$ cat src/rtl/axi_burst_addr_gen.sv
// Expands one AXI AW/AR command into len+1 beats with FIXED/INCR/WRAP addressing,
// byte-lane strobes, last flag and a protocol-error flag; one burst in flight at a time.
//
// state | meaning
// IDLE  | cmd_ready_o high, waiting for a command handshake
// BURST | presenting beats 0..len, command port closed
module axi_burst_addr_gen #(
    parameter int ADDR_WIDTH = 32,
    parameter int DATA_WIDTH = 64,
    parameter int ID_WIDTH   = 4
) (
    input  logic                    clk_i,
    input  logic                    rst_ni,
    input  logic                    cmd_valid_i,
    output logic                    cmd_ready_o,
    input  logic [ID_WIDTH-1:0]     cmd_id_i,
    input  logic [ADDR_WIDTH-1:0]   cmd_addr_i,
    input  logic [7:0]              cmd_len_i,
    input  logic [2:0]              cmd_size_i,
    input  logic [1:0]              cmd_burst_i,
    output logic                    beat_valid_o,
    input  logic                    beat_ready_i,
    output logic [ID_WIDTH-1:0]     beat_id_o,
    output logic [ADDR_WIDTH-1:0]   beat_addr_o,
    output logic [7:0]              beat_idx_o,
    output logic [DATA_WIDTH/8-1:0] beat_strb_o,
    output logic                    beat_last_o,
    output logic                    beat_err_o
);
    localparam int NB     = DATA_WIDTH / 8;
    localparam int LOG2NB = $clog2(NB);
    localparam logic [ADDR_WIDTH-1:0] NB_MASK = ADDR_WIDTH'(NB - 1);
    localparam logic [ADDR_WIDTH-1:0] ONE     = ADDR_WIDTH'(1);
    localparam logic [1:0] B_FIXED = 2'b00;
    localparam logic [1:0] B_INCR  = 2'b01;
    localparam logic [1:0] B_WRAP  = 2'b10;

    typedef enum logic {IDLE = 1'b0, BURST = 1'b1} state_e;

    state_e                  state_q, state_d;
    logic                    valid_q, valid_d;
    logic [ID_WIDTH-1:0]     id_q, id_d;
    logic [ADDR_WIDTH-1:0]   addr_q, addr_d;
    logic [7:0]              idx_q, idx_d;
    logic [NB-1:0]           strb_q, strb_d;
    logic                    last_q, last_d;
    logic                    err_q, err_d;
    logic [ADDR_WIDTH-1:0]   cmd_addr_q, cmd_addr_d;
    logic [7:0]              len_q, len_d;
    logic [2:0]              size_q, size_d;
    logic [1:0]              burst_q, burst_d;

    logic [ADDR_WIDTH-1:0]   c_bytes, c_aligned, c_end;
    logic                    c_err;
    logic [ADDR_WIDTH-1:0]   b_bytes, b_incr, wrap_len, wrap_lo, next_addr;

    // Lanes from the (possibly unaligned) byte offset up to the end of the aligned S-byte slot.
    function automatic logic [NB-1:0] lane_mask(input logic [ADDR_WIDTH-1:0] a,
                                                input logic [2:0] sz);
        logic [ADDR_WIDTH-1:0] bytes;
        int lo;
        int hi;
        bytes = ONE << sz;
        lo    = int'(a & NB_MASK);
        hi    = int'((a & ~(bytes - ONE)) & NB_MASK) + int'(bytes) - 1;
        lane_mask = '0;
        for (int i = 0; i < NB; i++) begin
            if (i >= lo && i <= hi) lane_mask[i] = 1'b1;
        end
    endfunction

    always_comb begin
        c_bytes   = ONE << cmd_size_i;
        c_aligned = cmd_addr_i & ~(c_bytes - ONE);
        c_end     = c_aligned + ((ADDR_WIDTH'(cmd_len_i) + ONE) << cmd_size_i) - ONE;
        c_err = (int'(cmd_size_i) > LOG2NB)
              | (cmd_burst_i == 2'b11)
              | ((cmd_burst_i == B_WRAP) && !(cmd_len_i inside {8'd1, 8'd3, 8'd7, 8'd15}))
              | ((cmd_burst_i == B_WRAP) && ((cmd_addr_i & (c_bytes - ONE)) != '0))
              | ((cmd_burst_i == B_FIXED) && (cmd_len_i > 8'd15))
              | ((cmd_burst_i == B_INCR) && (((c_end ^ cmd_addr_i) >> 12) != '0));
    end

    always_comb begin
        b_bytes  = ONE << size_q;
        b_incr   = (addr_q & ~(b_bytes - ONE)) + b_bytes;
        wrap_len = (ADDR_WIDTH'(len_q) + ONE) << size_q;
        wrap_lo  = cmd_addr_q & ~(wrap_len - ONE);
        case (burst_q)
            B_FIXED: next_addr = cmd_addr_q;
            B_WRAP:  next_addr = (b_incr == wrap_lo + wrap_len) ? wrap_lo : b_incr;
            default: next_addr = b_incr;
        endcase
        if (err_q) next_addr = cmd_addr_q;
    end

    always_comb begin
        state_d    = state_q;
        valid_d    = valid_q;
        id_d       = id_q;
        addr_d     = addr_q;
        idx_d      = idx_q;
        strb_d     = strb_q;
        last_d     = last_q;
        err_d      = err_q;
        cmd_addr_d = cmd_addr_q;
        len_d      = len_q;
        size_d     = size_q;
        burst_d    = burst_q;
        case (state_q)
            IDLE: begin
                if (cmd_valid_i) begin
                    state_d    = BURST;
                    valid_d    = 1'b1;
                    id_d       = cmd_id_i;
                    addr_d     = cmd_addr_i;
                    idx_d      = 8'd0;
                    strb_d     = c_err ? '0 : lane_mask(cmd_addr_i, cmd_size_i);
                    last_d     = (cmd_len_i == 8'd0);
                    err_d      = c_err;
                    cmd_addr_d = cmd_addr_i;
                    len_d      = cmd_len_i;
                    size_d     = cmd_size_i;
                    burst_d    = cmd_burst_i;
                end
            end
            BURST: begin
                if (beat_ready_i) begin
                    if (last_q) begin
                        state_d = IDLE;
                        valid_d = 1'b0;
                        id_d    = '0;
                        addr_d  = '0;
                        idx_d   = 8'd0;
                        strb_d  = '0;
                        last_d  = 1'b0;
                        err_d   = 1'b0;
                    end else begin
                        idx_d  = idx_q + 8'd1;
                        addr_d = next_addr;
                        strb_d = err_q ? '0 : lane_mask(next_addr, size_q);
                        last_d = ((idx_q + 8'd1) == len_q);
                    end
                end
            end
            default: state_d = IDLE;
        endcase
    end

    always_ff @(posedge clk_i or negedge rst_ni) begin
        if (!rst_ni) begin
            state_q    <= IDLE;
            valid_q    <= 1'b0;
            id_q       <= '0;
            addr_q     <= '0;
            idx_q      <= 8'd0;
            strb_q     <= '0;
            last_q     <= 1'b0;
            err_q      <= 1'b0;
            cmd_addr_q <= '0;
            len_q      <= 8'd0;
            size_q     <= 3'd0;
            burst_q    <= 2'b00;
        end else begin
            state_q    <= state_d;
            valid_q    <= valid_d;
            id_q       <= id_d;
            addr_q     <= addr_d;
            idx_q      <= idx_d;
            strb_q     <= strb_d;
            last_q     <= last_d;
            err_q      <= err_d;
            cmd_addr_q <= cmd_addr_d;
            len_q      <= len_d;
            size_q     <= size_d;
            burst_q    <= burst_d;
        end
    end

    assign cmd_ready_o  = (state_q == IDLE);
    assign beat_valid_o = valid_q;
    assign beat_id_o    = id_q;
    assign beat_addr_o  = addr_q;
    assign beat_idx_o   = idx_q;
    assign beat_strb_o  = strb_q;
    assign beat_last_o  = last_q;
    assign beat_err_o   = err_q;
endmodule

$ cat config.mk
export PLATFORM = sky130hd
export DESIGN_NAME = axi_burst_addr_gen
export DESIGN_NICKNAME = d
export VERILOG_FILES = /design/src/rtl/axi_burst_addr_gen.sv
export SDC_FILE = /design/constraint.sdc
export NUM_CORES = 1
export LEC_CHECK = 0
export ABC_CLOCK_PERIOD_IN_PS = 14200
export CORE_AREA = 2 2 158 160
export CTS_BUF_LIST = sky130_fd_sc_hd__clkbuf_8 sky130_fd_sc_hd__clkbuf_16
export DETAILED_ROUTE_END_ITERATION = 10
export DIE_AREA = 0 0 160 162
export GPL_ROUTABILITY_DRIVEN = 1
export PLACE_DENSITY = 0.77
export SYNTH_ARGS = -nofsm -noshare
export SYNTH_HDL_FRONTEND = slang
export SYNTH_SLANG_ARGS = --single-unit
$ cat constraint.sdc
create_clock -name clk_i -period 14.2 [get_ports clk_i]
set_input_delay 2.84 -clock clk_i [delete_from_list [all_inputs] [get_ports clk_i]]
set_output_delay 2.84 -clock clk_i [all_outputs]
set_load 0.05 [all_outputs]
# Word-level counts from Yosys, hierarchy flattened
# Cells that the tools add are included.
word_totals:
  regBits: 101
  inputBits: 53
  out_inout_bits: 56
classes:
  addsub: 14
  order_cmp: 34
  eq_ne: 13
  shift: 4
  muxes: 51
  n_bitwise: 15
  n_reduce_logical: 30
op_table:
  columns: ["cell", "n"]
  rows:
  - ["$le A4 B32 Y1 const A", 8]
  - ["$mux W32", 5]
  - ["$and A32 B32 Y32", 4]
  - ["$le A3 B32 Y1 const A", 4]
  - ["$pmux W32 S2", 2]
  - ["$sub A32 B1 Y32 const B", 4]
  - ["$add A32 B32 Y32", 3]
  - ["$not A32 Y32", 3]
  - ["$add A4 B32 Y32", 2]
  - ["$le A1 B32 Y1 const A", 2]
  - ["$le A2 B32 Y1 const A", 2]
  - ["$mux W8", 8]
  - ["$reduce_bool A32 Y1", 2]
  - ["$shl A1 B3 Y32 const A", 2]
  - ["$shl A9 B3 Y32", 2]
  - ["$sub A32 B2 Y32 const B", 2]
  - ["$eq A32 B32 Y1", 1]
  - ["$pmux W8 S2", 2]
  - ["$xor A32 B32 Y32", 1]
  - ["$mux W1", 26]
  - ["$ge A3 B3 Y1 const A", 8]
  - ["$logic_and A1 B1 Y1", 20]
  - ["$add A8 B1 Y9 const B", 2]
  - ["$ge A1 B3 Y1 const A", 4]
  - ["25 further kinds", 42]

# Longest topological paths before layout
# Gate-level depths: netlist (run 1).
depth:
  depth_word: 20
  ltp_mapped: 45
  depth_no_buf: 42

# Worst setup path before layout (run 1)
# No wires, ideal clock.
synth_path:
  kind: "register to register"
  start: "register len_q[0]"
  end: "register strb_q[1], in the netlist beat_strb_o[1]"
  t_arrival_ns: 8.268
  t_required_ns: 14.068
  path_slack_ns: 5.800
  path_stages_with_launch: 41
  n_path_buf: 3
  period_less_slack_ns: 8.400
  cell_sequence: "dfrtp_1 -> ha_1 -> buf_2 -> and3_1 -> mux2_2 -> a211oi_2 -> o211ai_1 -> a221oi_2 -> buf_4 -> nand4_1 -> nor2_1 -> xnor2_1 -> nand2_1 -> inv_1 -> ha_1 -> nand2_1 -> a21oi_1 -> nand3_1 -> [... 5 more ...] -> and3_1 -> buf_4 -> o211a_4 -> xnor2_1 -> nand2_1 -> ha_1 -> fa_1 -> a21oi_1 -> nor2_1 -> nor2_1 -> o21ai_0 -> ha_1 -> nor2_1 -> nand3_1 -> or4_1 -> or2_2 -> a2111oi_0 -> o31ai_1"
synth_between:
  elab_chain_len: 20
synth_lines:
  columns: ["element", "line", "text"]
  rows:
  - ["start, declared", "49", "logic [7:0] len_q, len_d;"]
  - ["start signal, assigned", "174", "len_q <= len_d;"]
  - ["$add A8 B1 Y9 (*)", "87", "wrap_len = (ADDR_WIDTH'(len_q) + ONE) << size_q;"]
  - ["$shl A9 B3 Y32 (*)", "87", null]
  - ["$sub A32 B1 Y32", "88", "wrap_lo = cmd_addr_q & ~(wrap_len - ONE);"]
  - ["$not A32 Y32", "88", null]
  - ["$and A32 B32 Y32", "88", null]
  - ["$add A32 B32 Y32", "91", "B_WRAP: next_addr = (b_incr == wrap_lo + wrap_len) ? wrap_lo : b_incr;"]
  - ["$eq A32 B32 Y1", "91", null]
  - ["$mux W32 (*)", "91", null]
  - ["[... 4 more ...]", null, null]
  - ["$sub A32 B2 Y32", "65", "hi = int'((a & ~(bytes - ONE)) & NB_MASK) + int'(bytes) - 1;"]
  - ["$le A2 B32 Y1", "68", "if (i >= lo && i <= hi) lane_mask[i] = 1'b1;"]
  - ["$logic_and A1 B1 Y1 (*)", "68", null]
  - ["$mux W1 (*)", "68", null]
  - ["$mux W8 (*)", "141", "strb_d = err_q ? '0 : lane_mask(next_addr, size_q);"]
  - ["$mux W8 (*)", "129", "if (last_q) begin"]
  - ["$mux W8 (*)", "128", "if (beat_ready_i) begin"]
  - ["$pmux W8 S2 (*)", "110", "case (state_q)"]
  - ["end signal, assigned", "170", "strb_q <= strb_d;"]
  - ["end, declared", "45", "logic [NB-1:0] strb_q, strb_d;"]
# Mark *: on every way between the ends. The rest lies on a longest branch, timed or not. The select of a mux whose other input is x is not followed.
# A chain may end at the register's enable or synchronous reset.

# Worst setup path in the final report (run 1)
# Ends and elaborated chain as after synthesis.

==> results of run 1 <==
cell usage after synthesis, types with 35 or more instances:
master	number	area, sq um
a21oi_1	115	575.6
clkbuf_1	63	236.5
dfrtp_1	101	2527
ha_1	79	988.5
inv_1	98	367.9
nand2_1	260	975.9
nand3_1	63	315.3
nand4_1	35	219.0
nor2_1	137	514.2
nor3_1	47	235.2
o21ai_0	143	715.7
xnor2_1	90	788.3
xor2_1	46	402.9
power breakdown:
part           switching (mW)  leakage (nW)  total (mW)  internal, mW
Clock                   0.129         0.150       0.270         0.141
Sequential              0.288          1.26       0.706         0.418
Combinational            1.94          4.74        2.99          1.05
Total                    2.36          6.15        3.97          1.61
worst max path at each step:
stage | startpoint | end | slack (ns)
floorplan | len_q[0] | beat_strb_o[1] | 5.80
global placement | len_q[0] | beat_strb_o[1] | 4.09
detailed placement | len_q[0] | beat_strb_o[1] | 3.77
CTS | len_q[0] | beat_strb_o[1] | 3.75
global route | len_q[0] | beat_strb_o[1] | 2.85
finish | len_q[0] | beat_strb_o[1] | 3.54
worst max-delay path, delay by kind of cell, from the launching register on:
family | cells | cell delay (ns)
simple gates | 15 | 3.88
fa+ha+maj | 5 | 1.67
mux | 2 | 0.75
compound gates | 12 | 3.51
flops | 1 | 0.63
xor+xnor | 1 | 0.14
kinds of logic (layout without fill, tap and decap cells):
| logic type | Yosys count | after routing | synth area share, % |
|---|---|---|---|
| buf+inv | 201 | 241 | 6.095 |
| mux | 28 | 28 | 2.152 |
| compound gates | 596 | 596 | 30.82 |
| flops | 101 | 101 | 18.65 |
| fa+ha+maj | 81 | 81 | 7.591 |
| simple gates | 716 | 716 | 25.78 |
| xor+xnor | 137 | 137 | 8.911 |
routing by layer:
metal,global-route usage [%],share of wire [%],vias up
met1,53.49,41,7090
met4,12.90,3.4,0
met2,57.54,43,939
met5,0,0,-
li1,-,-,6881
met3,6.588,12,122
cell type report:
class | instances | area (sq um) | area share, %
multi-input combinational | 1558 | 10210 | 67.91
sequential | 101 | 2527 | 16.81
timing repair buffer | 124 | 1199 | 7.973
tap | 324 | 405.4 | 2.696
inverter | 101 | 379.1 | 2.522
clock buffer | 9 | 225.2 | 1.498
clock inverter | 7 | 88.84 | 0.5909
sequential cells by signal, indices dropped and copies added (netlist names):
name	cells
cmd_addr_q	32
beat_last_o	1
beat_valid_o	1
beat_strb_o	8
beat_id_o	4
state_q	1
burst_q	2
beat_err_o	1
len_q	8
beat_addr_o	32
size_q	3
beat_idx_o	8
==> summary.md, run 1 <==
| Metric | Value |
|---|---|
| Status | `complete, no violations` |
| Syn Nets | `1,994` |
| Share of layout cells above drive strength 1 | `5.895%` |
| FMAX | `93.82 MHz` |
| ANT cells | `0` |
| Final Util | `62.37%` |
| Routed WL per cell | `22.29 um` |
| WHS Path Cells | `1` |
| Fin crit share | `75.06%` |
| Hpwl dp | `38,370 um` |
| Reg clk slew, reported paths | `0.08 ns` |
| Reg2reg path depth | `35` |
| Largest stage delay on the critical path | `0.81 ns` |
| PnR Total Power | `3.968 mW` |
| Yosys warnings | `0` |
| CTS tree | `built` |
| Top Ports | `109` |
| Initial DRC count | `2,085` |
| Total track usage | `37.56%` |
| Worst Hold Class | `reg -> reg` |
| Clk_skew | `0.01047 ns` |
| Setup TNS | `0 ns` |
| Slowest CP cell | `a221oi_2` |
| Ys flop type | `dfrtp_1` |
| Count of different cell masters after synthesis | `110` |
| Mapped Area | `13,550 sq um` |
| Avg Inst Size Synth | `7.285 sq um` |
| Static Leak | `6.146 nW` |
| Minimum clock period | `10.66 ns` |
| DP Cell Count | `2,208` |
| Post-CTS resize count | `0` |
| CTS max path bufs | `2` |
| Detailed-route via count | `15.03k` |
| Setup-failing EPs final | `0` |
| Max Fanout on Critical Path | `15` |
| Vias per cell | `6.759` |
| Hold Slack | `0.5109 ns` |
| # rows | `57` |
| Total Routed Length | `49,580 um` |
| Largest net degree at the start of global routing | `79` |
| Core Box Area | `24,110 sq um` |
| Seq/Total Area, Yosys | `18.65%` |
| Hold path endpoint | `beat_id_o[3]` |
| Setup ws final | `3.541 ns` |
| Area grow syn2layout | `10.96%` |
| First-pass GRT wire length | `77,470 um` |
| PwrDens | `263.9 nW/um^2` |
| Clk sink count | `101` |
| CP Capture Type | `register` |
| Antenna violations before repair | `0` |
| Placement Cell Area | `14,720 sq um` |
| Unrepaired setup endpoints after global routing | `no` |
| Final Instance Area | `15,030 sq um` |
| Reg2reg setup slack | `3.54 ns` |
| Number of max-cap violations | `0` |
| Clk root buf | `clkbuf_16` |
| Grt ovf | `0` |
| CTS H-tree depth | `3` |
| Final hold vios | `0` |
| Max_slew headroom | `26.82%` |
| WP data required | `14.44 ns` |
| Max Slew Vio Count | `0` |
| Non-filler instance count after layout | `2,224` |
| Die X | `160 um` |
| Fin nets | `2,029` |
| CP arrival | `10.90 ns` |
| Starting density of the core | `56.21%` |
| Residual DRC | `0` |
| Cts bufs inserted | `9` |
| Vias in the first global route | `13.81k` |
| WS Path Type | `reg -> reg` |
| Port bufs | `108` |
| Hold_buf cts | `0` |
| Peak supply drop | `0.1259 mV` |
| Number of synthesized flops with an enable pin | `0` |
| Ys async rst share | `100.0%` |
| Die height | `162 um` |
| Post-CTS Setup Inserts | `0` |
| Clock Latency Late Sink | `0.36 ns` |
| Place WS | `3.767 ns` |
| Filler cell count | `2,299` |
| Most frequent cells in the layout | `nand2_1, o21ai_0, nor2_1` |
| Commonest non-fill, non-tap cell in the layout | `nand2_1` |
| Worst slew pin tran | `1.089 ns` |
| Pre-antenna DRT Iters | `9` |
| Die area | `25,920 sq um` |
| Synthesized flop and latch total | `101` |
| Synthesized instance count | `1,860` |
| Antenna-violating nets left | `0` |
| Critical R2R Capture | `beat_strb_o[1]` |
| Crit start category | `register` |
| Crit Reg-Reg Startpoint | `len_q[0]` |
| Hold Path Origin | `beat_id_o[3]` |
| Placer Congestion | `1.048` |
Power figures use the tool's default switching activity.
==> run 2: changes to the inputs <==
--- a/config.mk
+++ b/config.mk
@@ -5,7 +5,7 @@
 export SDC_FILE = /design/constraint.sdc
 export NUM_CORES = 1
 export LEC_CHECK = 0
-export ABC_CLOCK_PERIOD_IN_PS = 14200
+export ABC_CLOCK_PERIOD_IN_PS = 10600
 export CORE_AREA = 2 2 158 160
 export CTS_BUF_LIST = sky130_fd_sc_hd__clkbuf_8 sky130_fd_sc_hd__clkbuf_16
 export DETAILED_ROUTE_END_ITERATION = 10
==> constraint.sdc (replaced) <==
create_clock -name clk_i -period 10.6 [get_ports clk_i]
set_input_delay 2.12 -clock clk_i [delete_from_list [all_inputs] [get_ports clk_i]]
set_output_delay 2.12 -clock clk_i [all_outputs]
set_load 0.05 [all_outputs]
==> run 2 against run 1 <==
Via count is 0.23% higher. Global-route usage is 0.43 points lower. Register-to-register slack worse by 2.8 ns. Critical path type unchanged. Maximum frequency is 8.3% higher. Non-clock buffer count is 9 higher.
==> summary.md, run 2 (synthesis gave the netlist of run 1 again) <==
| Metric | Value |
|---|---|
| Clock Latency Late Sink | `0.37 ns` |
| First-pass GRT wire length | `76,560 um` |
| Area grow syn2layout | `11.36%` |
| Final Util | `62.59%` |
| Critical R2R Capture | `beat_strb_o[1]` |
| CP most frequent cell | `ha_1` |
| CTS tree | `built` |
| Hold path endpoint | `beat_id_o[2]` |
| Family with the most delay on the worst path | `compound AO/OA/AOI/OAI gates` |
| Placer Congestion | `1.014` |
| CP Capture Type | `register` |
| Grt ovf | `0` |
| Die area | `25,920 sq um` |
| CTS max path bufs | `2` |
| Reg2reg path depth | `37` |
| Hold_buf cts | `0` |
| Die X | `160 um` |
| Placement Cell Area | `14,790 sq um` |
| CP Buf/Inv Count | `1` |
| Slowest CP cell | `dfrtp_1` |
| Max_slew headroom | `31.49%` |
| Top Ports | `109` |
| Final hold vios | `0` |
| Reg clk slew, reported paths | `0.08 ns` |
| Residual DRC | `0` |
| WHS Path Cells | `1` |
| Minimum clock period | `9.841 ns` |
| Post-CTS resize count | `0` |
| Most frequent cells in the layout | `nand2_1, o21ai_0, nor2_1` |
| Place WS | `0.7362 ns` |
| Core Box Area | `24,110 sq um` |
| Clk root buf | `clkbuf_16` |
| Worst Hold Class | `reg -> reg` |
| CP arrival | `10.09 ns` |
| Port bufs | `108` |
| WP data required | `10.85 ns` |
| Status | `complete, no violations` |
| CTS H-tree depth | `3` |
| Multi-input logic area | `10,220 sq um` |
| PwrDens | `352.4 nW/um^2` |
| Total Routed Length | `49,490 um` |
| Setup-failing EPs final | `0` |
| Filler cell count | `2,286` |
| FMAX | `101.6 MHz` |
| Final Instance Area | `15,090 sq um` |
| Antenna-violating nets left | `0` |
| Reg2reg setup slack | `0.76 ns` |
| Static Leak | `6.182 nW` |
| Clk sink count | `101` |
| Pre-antenna DRT Iters | `6` |
| Clk_skew | `0.01052 ns` |
| Largest net degree at the start of global routing | `79` |
| Vias in the first global route | `13.85k` |
| Antenna violations before repair | `0` |
| Seq. cell area | `2529 sq um` |
| Setup TNS | `0 ns` |
| Number of max-cap violations | `0` |
| Unrepaired setup endpoints after global routing | `no` |
| Max Fanout on Critical Path | `15` |
| Post-CTS Setup Inserts | `0` |
| Total track usage | `37.13%` |
| Peak supply drop | `0.2004 mV` |
| WS Path Type | `reg -> reg` |
| ANT cells | `0` |
| Hold Path Origin | `beat_id_o[2]` |
| PnR Total Power | `5.317 mW` |
| WP depth | `37` |
| Routed WL per cell | `22.16 um` |
| Fin nets | `2,038` |
| Max Slew Vio Count | `0` |
| Crit start category | `register` |
| Cts bufs inserted | `9` |
| Largest stage delay on the critical path | `0.63 ns` |
| Detailed-route via count | `15.07k` |
| Setup ws final | `0.7593 ns` |
| Die height | `162 um` |
| Commonest non-fill, non-tap cell in the layout | `nand2_1` |
| Worst slew pin tran | `1.020 ns` |
| Starting density of the core | `56.21%` |
| Share of layout cells above drive strength 1 | `6.391%` |
| # rows | `57` |
| Vias per cell | `6.747` |
| Hpwl dp | `38,610 um` |
| Initial DRC count | `2,008` |
| Fin crit share | `92.84%` |
| Crit Reg-Reg Startpoint | `len_q[0]` |
==> run 2: worst reg2reg max path, delay by kind of cell (launching register included) <==
kind                       cells  cell delay [ns]
DFF                            1             0.63
muxes                          3             1.12
adders and majority gates      4             1.23
AOI/OAI and AO/OA             14             3.60
xor gates and xnor gates       1             0.08
buffers and inverters          1             0.05
and+or+nand+nor               14             3.01
==> run 2: metal layers <==
layer  track usage (%)  part of all wire [%]
met4             13.02                   3.3
met1             51.67                    41
met3             5.388                    11
met2             59.11                    44
met5                 0                     0
==> run 2: worst max-delay path by stage <==
stage,from,end,slack (ns)
after floorplan,len_q[0],beat_strb_o[1],2.20
after global placement,len_q[0],beat_strb_o[1],1.02
after detailed placement,len_q[0],beat_strb_o[1],0.74
after CTS,len_q[0],beat_strb_o[1],0.70
after global routing,len_q[0],beat_strb_o[1],0.009
final,len_q[0],beat_strb_o[1],0.76
==> run 2: power by group <==
group | total, mW | internal, mW | switching, mW
sequential | 0.969 | 0.560 | 0.409
clock | 0.337 | 0.165 | 0.172
combinational | 4.01 | 1.44 | 2.57
==> run 2: area by class of cell <==
cell class,instances,share of cell area [%]
well taps,324,2.687
inverters,101,2.513
flip-flops and latches,101,16.76
multi-input cells,1558,67.73
clock inverters,7,0.4312
clock buffers,9,1.493
repair buffers,133,8.392
==> run 2: metrics by stage <==
step           hold WS (ns)  cells
5_1_grt              0.5308   2233
3_3_place_gp         0.4816   2217
3_5_place_dp         0.4852   2217
2_1_floorplan        0.4602   1860
4_1_cts              0.5105   2233
6_report             0.5099   2233
==> run 3: changes to the inputs <==
--- a/config.mk
+++ b/config.mk
@@ -8,6 +8,7 @@
 export ABC_CLOCK_PERIOD_IN_PS = 10600
 export CORE_AREA = 2 2 158 160
 export CTS_BUF_LIST = sky130_fd_sc_hd__clkbuf_8 sky130_fd_sc_hd__clkbuf_16
+export CTS_CLUSTER_DIAMETER = 80
 export DETAILED_ROUTE_END_ITERATION = 10
 export DIE_AREA = 0 0 160 162
 export GPL_ROUTABILITY_DRIVEN = 1
==> results of run 3 <==
No change in the layout: final DEF, timing and power equal those of run 2.
